**src/rtl/rd_delay_pipe.sv**
```systemverilog
// Destination-register delay pipeline with per-stage valid, stall, flush
// and combinational rs1/rs2 hazard match against every in-flight stage.
module rd_delay_pipe #(
  parameter int WIDTH     = 5,
  parameter int DEPTH     = 3,
  parameter int ZERO_NULL = 1,
  localparam int IDXW     = (DEPTH > 1) ? $clog2(DEPTH) : 1
) (
  input  logic                   clk,
  input  logic                   reset,
  input  logic [WIDTH-1:0]       in,
  input  logic                   in_valid,
  input  logic                   stall,
  input  logic [DEPTH-1:0]       flush_mask,
  output logic [WIDTH-1:0]       out,
  output logic                   out_valid,
  output logic [DEPTH*WIDTH-1:0] tap_data,
  output logic [DEPTH-1:0]       tap_valid,
  input  logic [WIDTH-1:0]       rs1,
  input  logic [WIDTH-1:0]       rs2,
  output logic [DEPTH-1:0]       hit1,
  output logic [DEPTH-1:0]       hit2,
  output logic                   hit1_any,
  output logic                   hit2_any,
  output logic [IDXW-1:0]        hit1_idx,
  output logic [IDXW-1:0]        hit2_idx
);

  logic [DEPTH-1:0][WIDTH-1:0] r_data;
  logic [DEPTH-1:0]            r_valid;

  logic [DEPTH-1:0] w_hit1;
  logic [DEPTH-1:0] w_hit2;
  logic [IDXW-1:0]  w_idx1;
  logic [IDXW-1:0]  w_idx2;
  logic             w_q1_ok;
  logic             w_q2_ok;

  always_ff @(posedge clk) begin
    if (reset) begin
      r_data  <= '0;
      r_valid <= '0;
    end else if (stall) begin
      r_valid <= r_valid & ~flush_mask;
    end else begin
      r_data[0]  <= in;
      r_valid[0] <= in_valid;
      for (int i = 1; i < DEPTH; i++) begin
        r_data[i]  <= r_data[i-1];
        r_valid[i] <= r_valid[i-1] & ~flush_mask[i-1];
      end
    end
  end

  // x0 never hazards when ZERO_NULL is set
  assign w_q1_ok = !((ZERO_NULL != 0) && (rs1 == '0));
  assign w_q2_ok = !((ZERO_NULL != 0) && (rs2 == '0));

  always_comb begin
    w_hit1 = '0;
    w_hit2 = '0;
    for (int i = 0; i < DEPTH; i++) begin
      w_hit1[i] = r_valid[i] && (r_data[i] == rs1) && w_q1_ok;
      w_hit2[i] = r_valid[i] && (r_data[i] == rs2) && w_q2_ok;
    end
  end

  always_comb begin
    w_idx1 = '0;
    w_idx2 = '0;
    for (int i = DEPTH - 1; i >= 0; i--) begin
      if (w_hit1[i]) w_idx1 = IDXW'(i);
      if (w_hit2[i]) w_idx2 = IDXW'(i);
    end
  end

  assign out       = r_data[DEPTH-1];
  assign out_valid = r_valid[DEPTH-1];
  assign tap_data  = r_data;
  assign tap_valid = r_valid;
  assign hit1      = w_hit1;
  assign hit2      = w_hit2;
  assign hit1_any  = |w_hit1;
  assign hit2_any  = |w_hit2;
  assign hit1_idx  = w_idx1;
  assign hit2_idx  = w_idx2;

endmodule

```
**config.mk**
```make
export PLATFORM = sky130hd
export DESIGN_NAME = rd_delay_pipe
export DESIGN_NICKNAME = d
export VERILOG_FILES = /design/src/rtl/rd_delay_pipe.sv
export SDC_FILE = /design/constraint.sdc
export NUM_CORES = 1
export LEC_CHECK = 0
export CORE_UTILIZATION = 35
export DETAILED_ROUTE_END_ITERATION = 12
export PLACE_DENSITY_LB_ADDON = 0.12
export RECOVER_POWER = 50
export REMOVE_ABC_BUFFERS = 1
export SLEW_MARGIN = 10
export SYNTH_ARGS = -nofsm -noshare
export SYNTH_HDL_FRONTEND = slang
export SYNTH_SLANG_ARGS = --single-unit
```
**constraint.sdc**
```tcl
create_clock -name clk -period 3.94 [get_ports clk]
set_input_delay 0.788 -clock clk [delete_from_list [all_inputs] [get_ports clk]]
set_output_delay 0.788 -clock clk [all_outputs]
set_load 0.05 [all_outputs]
```
Word level (Yosys, flattened, before mapping)
Cells that the tools add are included. Widths: inputs -> output; s select.

Word-level logic and storage cells: 41. Output and inout bits: 36. Register bits after elaboration: 18.

Reduce and logical (&&, ||, !) cells: 18. Muxes and demuxes: 7. Equality and inequality tests: 6. Bitwise gates (word level): 6.

Operators by type and width (number): $eq 5x5->1 (6); $logic_and 1x1->1 (12); $mux 2 (6); $logic_not 5->1 (2); $reduce_or 3->1 (2); $and 3x3->3 (1); $mux 3 (1); $not 3->3 (1); $and 1x1->1 (2); $logic_not 1->1 (2); $not 1->1 (2).

Depth between registers and ports, before layout
Gate-level depths: netlist (run 1).

Depth in word-level cells: 6. Mapped depth: 5. Mapped depth without buffers: 5.

Least setup slack after synthesis (run 1)
OpenSTA, ideal clock, no wires.

Path kind: input port to output port. Start: in rs1[0]. End: out hit1_idx[0]. Required time: 3.152 ns. Arrival: 2.587 ns. Stages on the path: 3. Path buffers: 0. Setup slack: 0.565 ns. Cell sequence: xor2_1 nor4_2 nor2_1.

RTL lines: start, declared (RTL line 19) `input logic [WIDTH-1:0] rs1,`; $eq 5x5->1 or $logic_not 5->1 (tied branches) (RTL line 63, 56); $logic_and 1x1->1 or $logic_not 1->1 (tied branches) (RTL line 63, 56); $logic_and 1x1->1 * (RTL line 63) `w_hit1[i] = r_valid[i] && (r_data[i] == rs1) && w_q1_ok;`; net hit1[0] (RTL line 21) `output logic [DEPTH-1:0] hit1,`; $mux 2 * (RTL line 72) `if (w_hit1[i]) w_idx1 = IDXW'(i);`; end, declared (RTL line 25) `output logic [IDXW-1:0] hit1_idx,`.

Mark *: on every way through the listed nets, which the timed path passes. The rest lies on a longest branch.

Worst setup path after layout (run 1)
Start: in rs2[1]. End: out hit2[1].

Word-level cells in the longest chain between the ends: 3.

Ends and longest elaborated chain: start, declared (RTL line 20) `input logic [WIDTH-1:0] rs2,`; $eq 5x5->1 or $logic_not 5->1 (tied branches) (RTL line 64, 57); $logic_and 1x1->1 or $logic_not 1->1 (tied branches) (RTL line 64, 57); $logic_and 1x1->1 * (RTL line 64) `w_hit2[i] = r_valid[i] && (r_data[i] == rs2) && w_q2_ok;`; end, declared (RTL line 22) `output logic [DEPTH-1:0] hit2,`.

Mark *: on every way between the ends. The rest lies on a longest branch, timed or not.

==> results.txt, run 1 <==
Worst path required time -> 3150 ps
Mapped Area -> 1140 um2
Initial antenna violation count -> 0
Port bufs -> 57
Final cell count without fillers -> 222
Nature of the critical path endpoint -> output port
CP arrival -> 2890 ps
Register area share after synthesis -> 0.315
Vias in the first global route -> 994
Mean area per synthesized cell -> 9.09 um2
Slew Viols, Final -> 0
Longest Clk Path Bufs -> 2
Final Wtd Congestion -> 0.877
Status -> completed
Drt first pass iters -> 4
Share of cells above drive strength 1 -> 0.140
TritonCTS clock tree -> done
Placed Instances -> 218
Total Wirelength -> 2820 um
Clock root buffer -> clkbuf_4
Final worst clock skew -> 1.22 ps
Post-synthesis register bit count -> 18
Setup TNS Final -> 0 ps
Post-cts repair resize count -> 0
Max-Cap Viols -> 0
Largest net degree at the start of global routing -> 22
P_leak -> 0.732 nW
Setup slack at placement -> 239 ps
Crit path time final -> 3680 ps
Worst Hold Class -> flop to flop
Rel. slew slack -> 0.130
RSZ-0062 raised after global routing -> false
IO Count -> 58
Starting Density -> 0.372
Via count -> 1045
N_diodes -> 0
Post-DRT Antenna Nets -> 0
HPWL after DPL -> 2240 um
WL/cell -> 12.7 um
Die ar. -> 3500 um2
Pwr Density -> 241 nW/um2
Post-Syn Instances -> 126
Tot GR Track Use -> 0.169
Critical path launch point type -> input pin
Final period utilization -> 0.934
CTS Buf Count -> 3
# Post-CTS Setup Buffers -> 0
Yosys Warn Count -> 0
Layout Nets -> 201
Peak VDD IR -> 0.000183 V
GRT overflow -> 0
Routed via count divided by cell count -> 4.71
Hold Violations, Final -> 0
H-tree Lvls -> 1
Core Box Area -> 3080 um2
Worst-path fanout max -> 4
Max Fclk -> 272 MHz
DRC viols -> 0
Setup ws final -> 262 ps
Critical setup path kind -> input pin to output port
First-pass GRT wire length -> 4460 um
Num Clock Sinks -> 18
Post-synth cell types -> 23
Clock slew at reported path FFs -> 110 ps
Hold_buf cts -> 0
Chip Height -> 59.2 um
Setup Viol. Count Final -> 0
# rows -> 20
Worst-Margin Slew -> 1310 ps
Worst-skew pair later-pin latency -> 300 ps
Syn-to-layout area delta -> 55.0%
DR iter-0 viols -> 23
Die W -> 59.2 um
per-layer routing:
metal	up-vias	global-route usage	wire length, um
li1	521	-	-
met1	485	0.208	1240
met2	35	0.297	1430
met3	4	0.0240	126
met4	0	0.0612	25
met5	-	0	0
report_power, final:
| group | internal [mW] | total [mW] | switching (mW) |
|---|---|---|---|
| sequential | 0.188 | 0.198 | 0.0101 |
| combinational | 0.0535 | 0.113 | 0.0590 |
| clock | 0.0563 | 0.117 | 0.0610 |
path summary, 6_finish.rpt:
check                                  start            to  slack (ps)  cells after the start
worst max-delay path                  rs2[1]       hit2[1]         260                      6
worst min-delay path            tap_valid[0]  tap_valid[0]         530                      2
worst max register to register  tap_valid[0]  tap_valid[1]        2870                      2
worst min register to register  tap_valid[0]  tap_valid[0]         530                      2
kinds of logic after synthesis:
group | synth area share
buf+inv | 0.0699
compound gates | 0.0175
mux | 0.131
flops | 0.315
simple gates | 0.237
xor+xnor | 0.230
worst max-delay path, stage by stage:
cell             delay (ps)
clkdlybuf4s50_1         500
or4_1                   570
nor2_2                  140
or3_4                   160
inv_2                    40
clkdlybuf4s50_1         690
flip-flops by register name, indices dropped and copies added (netlist names):
| register | flops |
|---|---|
| out | 5 |
| tap_data | 10 |
| tap_valid | 3 |
stage by stage:
| stage | total power [mW] | util | hold WS [ps] | area (um2) |
|---|---|---|---|---|
| floorplan | 0.261 | - | 731 | 1080 |
| global placement | 0.315 | 0.566 | 519 | 1740 |
| detailed placement | 0.317 | 0.566 | 523 | 1740 |
| CTS | 0.434 | 0.578 | 540 | 1780 |
| global route | 0.447 | 0.576 | 576 | 1770 |
| finish | 0.428 | 0.576 | 535 | 1770 |
cells in the mapped netlist (all sizes together):
cell type	count	share of area
mux2i	15	0.13
or3b	1	0.0077
dfxtp	18	0.31
clkbuf	2	0.0066
a21oi	2	0.0087
or4	4	0.026
nor4	2	0.022
nand4	6	0.033
o32a	1	0.0087
xor2	8	0.061
xnor2	22	0.17
buf	8	0.047
or3	2	0.020
nand2	3	0.0098
nor2	20	0.070
nor3	2	0.017
inv	5	0.016
nand3b	4	0.026
nand2b	1	0.0055
cells in the final DEF (no fill, tap or decap), types with 2 or more instances in the layout:
cell	n
nor2_2	2
mux2i_1	15
nand4_1	6
xnor2_1	22
buf_4	6
a21oi_1	2
dlygate4sd3_1	10
inv_2	2
dfxtp_1	18
buf_12	4
nor3_2	2
or4_1	4
nor4_2	2
nand3b_1	4
or3_4	2
xor2_1	8
clkdlybuf4s50_1	37
clkbuf_4	3
nor2_1	18
inv_1	3
nand2_1	3
final cells by class:
class | count | area (um2)
inverters | 5 | 18.8
fillers | 288 | 1300
clock buffers | 4 | 36.3
repair buffers | 58 | 599
well taps | 44 | 55.1
multi-input cells | 93 | 704
flip-flops and latches | 18 | 360
No activity file was read; power rests on OpenSTA's default activity.
==> run 2: changes to the inputs <==
--- a/config.mk
+++ b/config.mk
@@ -7,6 +7,7 @@
 export LEC_CHECK = 0
 export CORE_UTILIZATION = 35
 export DETAILED_ROUTE_END_ITERATION = 12
+export MAX_ROUTING_LAYER = met4
 export PLACE_DENSITY_LB_ADDON = 0.12
 export RECOVER_POWER = 50
 export REMOVE_ABC_BUFFERS = 1
==> run 2 against run 1 <==
  * Largest power group unchanged
  * Global-route usage is 0.50 points higher
  * Critical endpoint unchanged
  * Sequential power hardly changed
  * Combinational power hardly changed
  * First-iteration DRC count is 17% higher
  * Flip-flop and latch count stayed put
==> results.txt, run 2 (synthesis gave the netlist of run 1 again) <==
Share of cells above drive strength 1 -> 0.140 (unchanged)
GRT overflow -> 0 (unchanged)
Placed Instances -> 218 (unchanged)
Worst r2r src -> tap_valid[0] (unchanged)
Longest Clk Path Bufs -> 2 (unchanged)
Final worst clock skew -> 0.465 ps (was 1.22 ps)
Total Wirelength -> 2830 um (was 2820 um)
First-pass GRT wire length -> 4470 um (was 4460 um)
Critical setup path kind -> input pin to output port (unchanged)
Most frequent cells in the layout -> clkdlybuf4s50_1 (37), xnor2_1 (22), nor2_1 (18), dfxtp_1 (18), mux2i_1 (15) (unchanged)
Hold Violations, Final -> 0 (unchanged)
Most common cell after layout, fill and taps aside -> clkdlybuf4s50_1 (unchanged)
Num Clock Sinks -> 18 (unchanged)
Crit path time final -> 3680 ps (about the same)
Hold_buf cts -> 0 (unchanged)
Clock slew at reported path FFs -> 110 ps (about the same)
IO Count -> 58 (unchanged)
P_leak -> 0.732 nW (unchanged)
Worst Hold Class -> flop to flop (unchanged)
Tot Pwr -> 0.428 mW (about the same)
Worst-path fanout max -> 4 (unchanged)
Critical path launch point type -> input pin (unchanged)
RSZ-0062 raised after global routing -> false (unchanged)
Tot GR Track Use -> 0.174 (was 0.169)
Drt first pass iters -> 4 (unchanged)
Dpl cell area -> 1740 um2 (unchanged)
Internal power -> 0.298 mW (about the same)
Vias in the first global route -> 989 (was 994)
Status -> completed (unchanged)
Final cell count without fillers -> 222 (unchanged)
TritonCTS clock tree -> done (unchanged)
Max-Cap Viols -> 0 (unchanged)
# rows -> 20 (unchanged)
Core Box Area -> 3080 um2 (unchanged)
Die W -> 59.2 um (unchanged)
Setup Viol. Count Final -> 0 (unchanged)
Nature of the critical path endpoint -> output port (unchanged)
R2R Path End -> tap_valid[1] (unchanged)
Chip Height -> 59.2 um (unchanged)
Post-DRT Antenna Nets -> 0 (unchanged)
Pwr Density -> 241 nW/um2 (about the same)
Starting Density -> 0.372 (unchanged)
Final Wtd Congestion -> 0.892 (was 0.877)
Syn-to-layout area delta -> 55.0% (unchanged)
Final Instance Area -> 1770 um2 (unchanged)
Logic pwr share -> 0.263 (about the same)
Sequential power share -> 0.464 (was 0.463)
Slew Viols, Final -> 0 (unchanged)
Worst-skew pair later-pin latency -> 290 ps (was 300 ps)
Worst Reg-to-Reg Cells -> 2 (unchanged)
Die ar. -> 3500 um2 (unchanged)
Switch share -> 0.303 (was 0.304)
Worst-Margin Slew -> 1300 ps (was 1310 ps)
Setup ws final -> 260 ps (was 262 ps)
Initial antenna violation count -> 0 (unchanged)
Worst hold start -> tap_valid[0] (unchanged)
CTS Buf Count -> 3 (unchanged)
WL/cell -> 12.7 um (about the same)
Port bufs -> 57 (unchanged)
Peak VDD IR -> 0.000182 V (was 0.000183 V)
Sw Pwr -> 0.130 mW (about the same)
Final period utilization -> 0.934 (about the same)
Worst path required time -> 3150 ps (about the same)
HPWL after DPL -> 2240 um (unchanged)
Setup TNS Final -> 0 ps (unchanged)
Final core area utilization -> 0.576 (unchanged)
Worst R2R Setup Slack -> 2870 ps (about the same)
Max Fclk -> 272 MHz (about the same)
Layout Nets -> 201 (unchanged)
Setup slack at placement -> 239 ps (unchanged)
Post-cts repair resize count -> 0 (unchanged)
Rel. slew slack -> 0.136 (was 0.130)
Clock root buffer -> clkbuf_4 (unchanged)
Hold Crit Depth -> 2 (unchanged)
N_diodes -> 0 (unchanged)
Hold Slack -> 535 ps (about the same)
Largest net degree at the start of global routing -> 22 (unchanged)
Clock Power Share -> 0.273 (was 0.274)
CP arrival -> 2890 ps (about the same)
Via count -> 1050 (was 1045)
Routed via count divided by cell count -> 4.73 (was 4.71)
Worst Hold Endpoint -> tap_valid[0] (unchanged)
# Post-CTS Setup Buffers -> 0 (unchanged)
DRC viols -> 0 (unchanged)
DR iter-0 viols -> 27 (was 23)
Max reg flops -> 10 (unchanged)
H-tree Lvls -> 1 (unchanged)
run 2: area by class of cell:
| class | instances | area [um2] |
|---|---|---|
| sequential | 18 | 360 |
| inverter | 5 | 18.8 |
| fill | 288 | 1300 |
| clock buffer | 4 | 36.3 |
| multi-input combinational | 93 | 704 |
| tap | 44 | 55.1 |
| timing repair buffer | 58 | 599 |
run 2: worst max path at each step:
| stage | startpoint | end | slack [ps] | depth (start not counted) |
|---|---|---|---|---|
| 2_1_floorplan | rs1[0] | hit1_idx[0] | 560 | 3 |
| 3_3_place_gp | rs2[1] | hit2[1] | 270 | 6 |
| 3_5_place_dp | rs2[1] | hit2[1] | 240 | 6 |
| 4_1_cts | rs2[1] | hit2[1] | 250 | 6 |
| 5_1_grt | rs2[1] | hit2[1] | 160 | 6 |
| 6_report | rs2[1] | hit2[1] | 260 | 6 |
run 2: worst max-delay path, stage by stage:
cell and delay, ps:
clkdlybuf4s50_1 510, or4_1 570, nor2_2 140, or3_4 160
inv_2 40, clkdlybuf4s50_1 690
run 2: routing by layer:
| layer | share of wire | global-route usage | routed length, um | up-vias |
|---|---|---|---|---|
| met5 | 0 | - | 0 | - |
| met4 | 0.0081 | 0.0612 | 23 | 0 |
| met3 | 0.051 | 0.0240 | 143 | 4 |
| met2 | 0.49 | 0.297 | 1400 | 37 |
| met1 | 0.45 | 0.208 | 1260 | 488 |
| li1 | - | - | - | 521 |
run 2: power by group through the flow:
stage                     logic (mW)  registers, mW  clock network (mW)
after floorplan               0.0352          0.226                   0
after global placement         0.113          0.202                   0
after detailed placement       0.114          0.203                   0
after CTS                      0.115          0.199               0.121
after global routing           0.120          0.200               0.128
final                          0.113          0.199               0.117
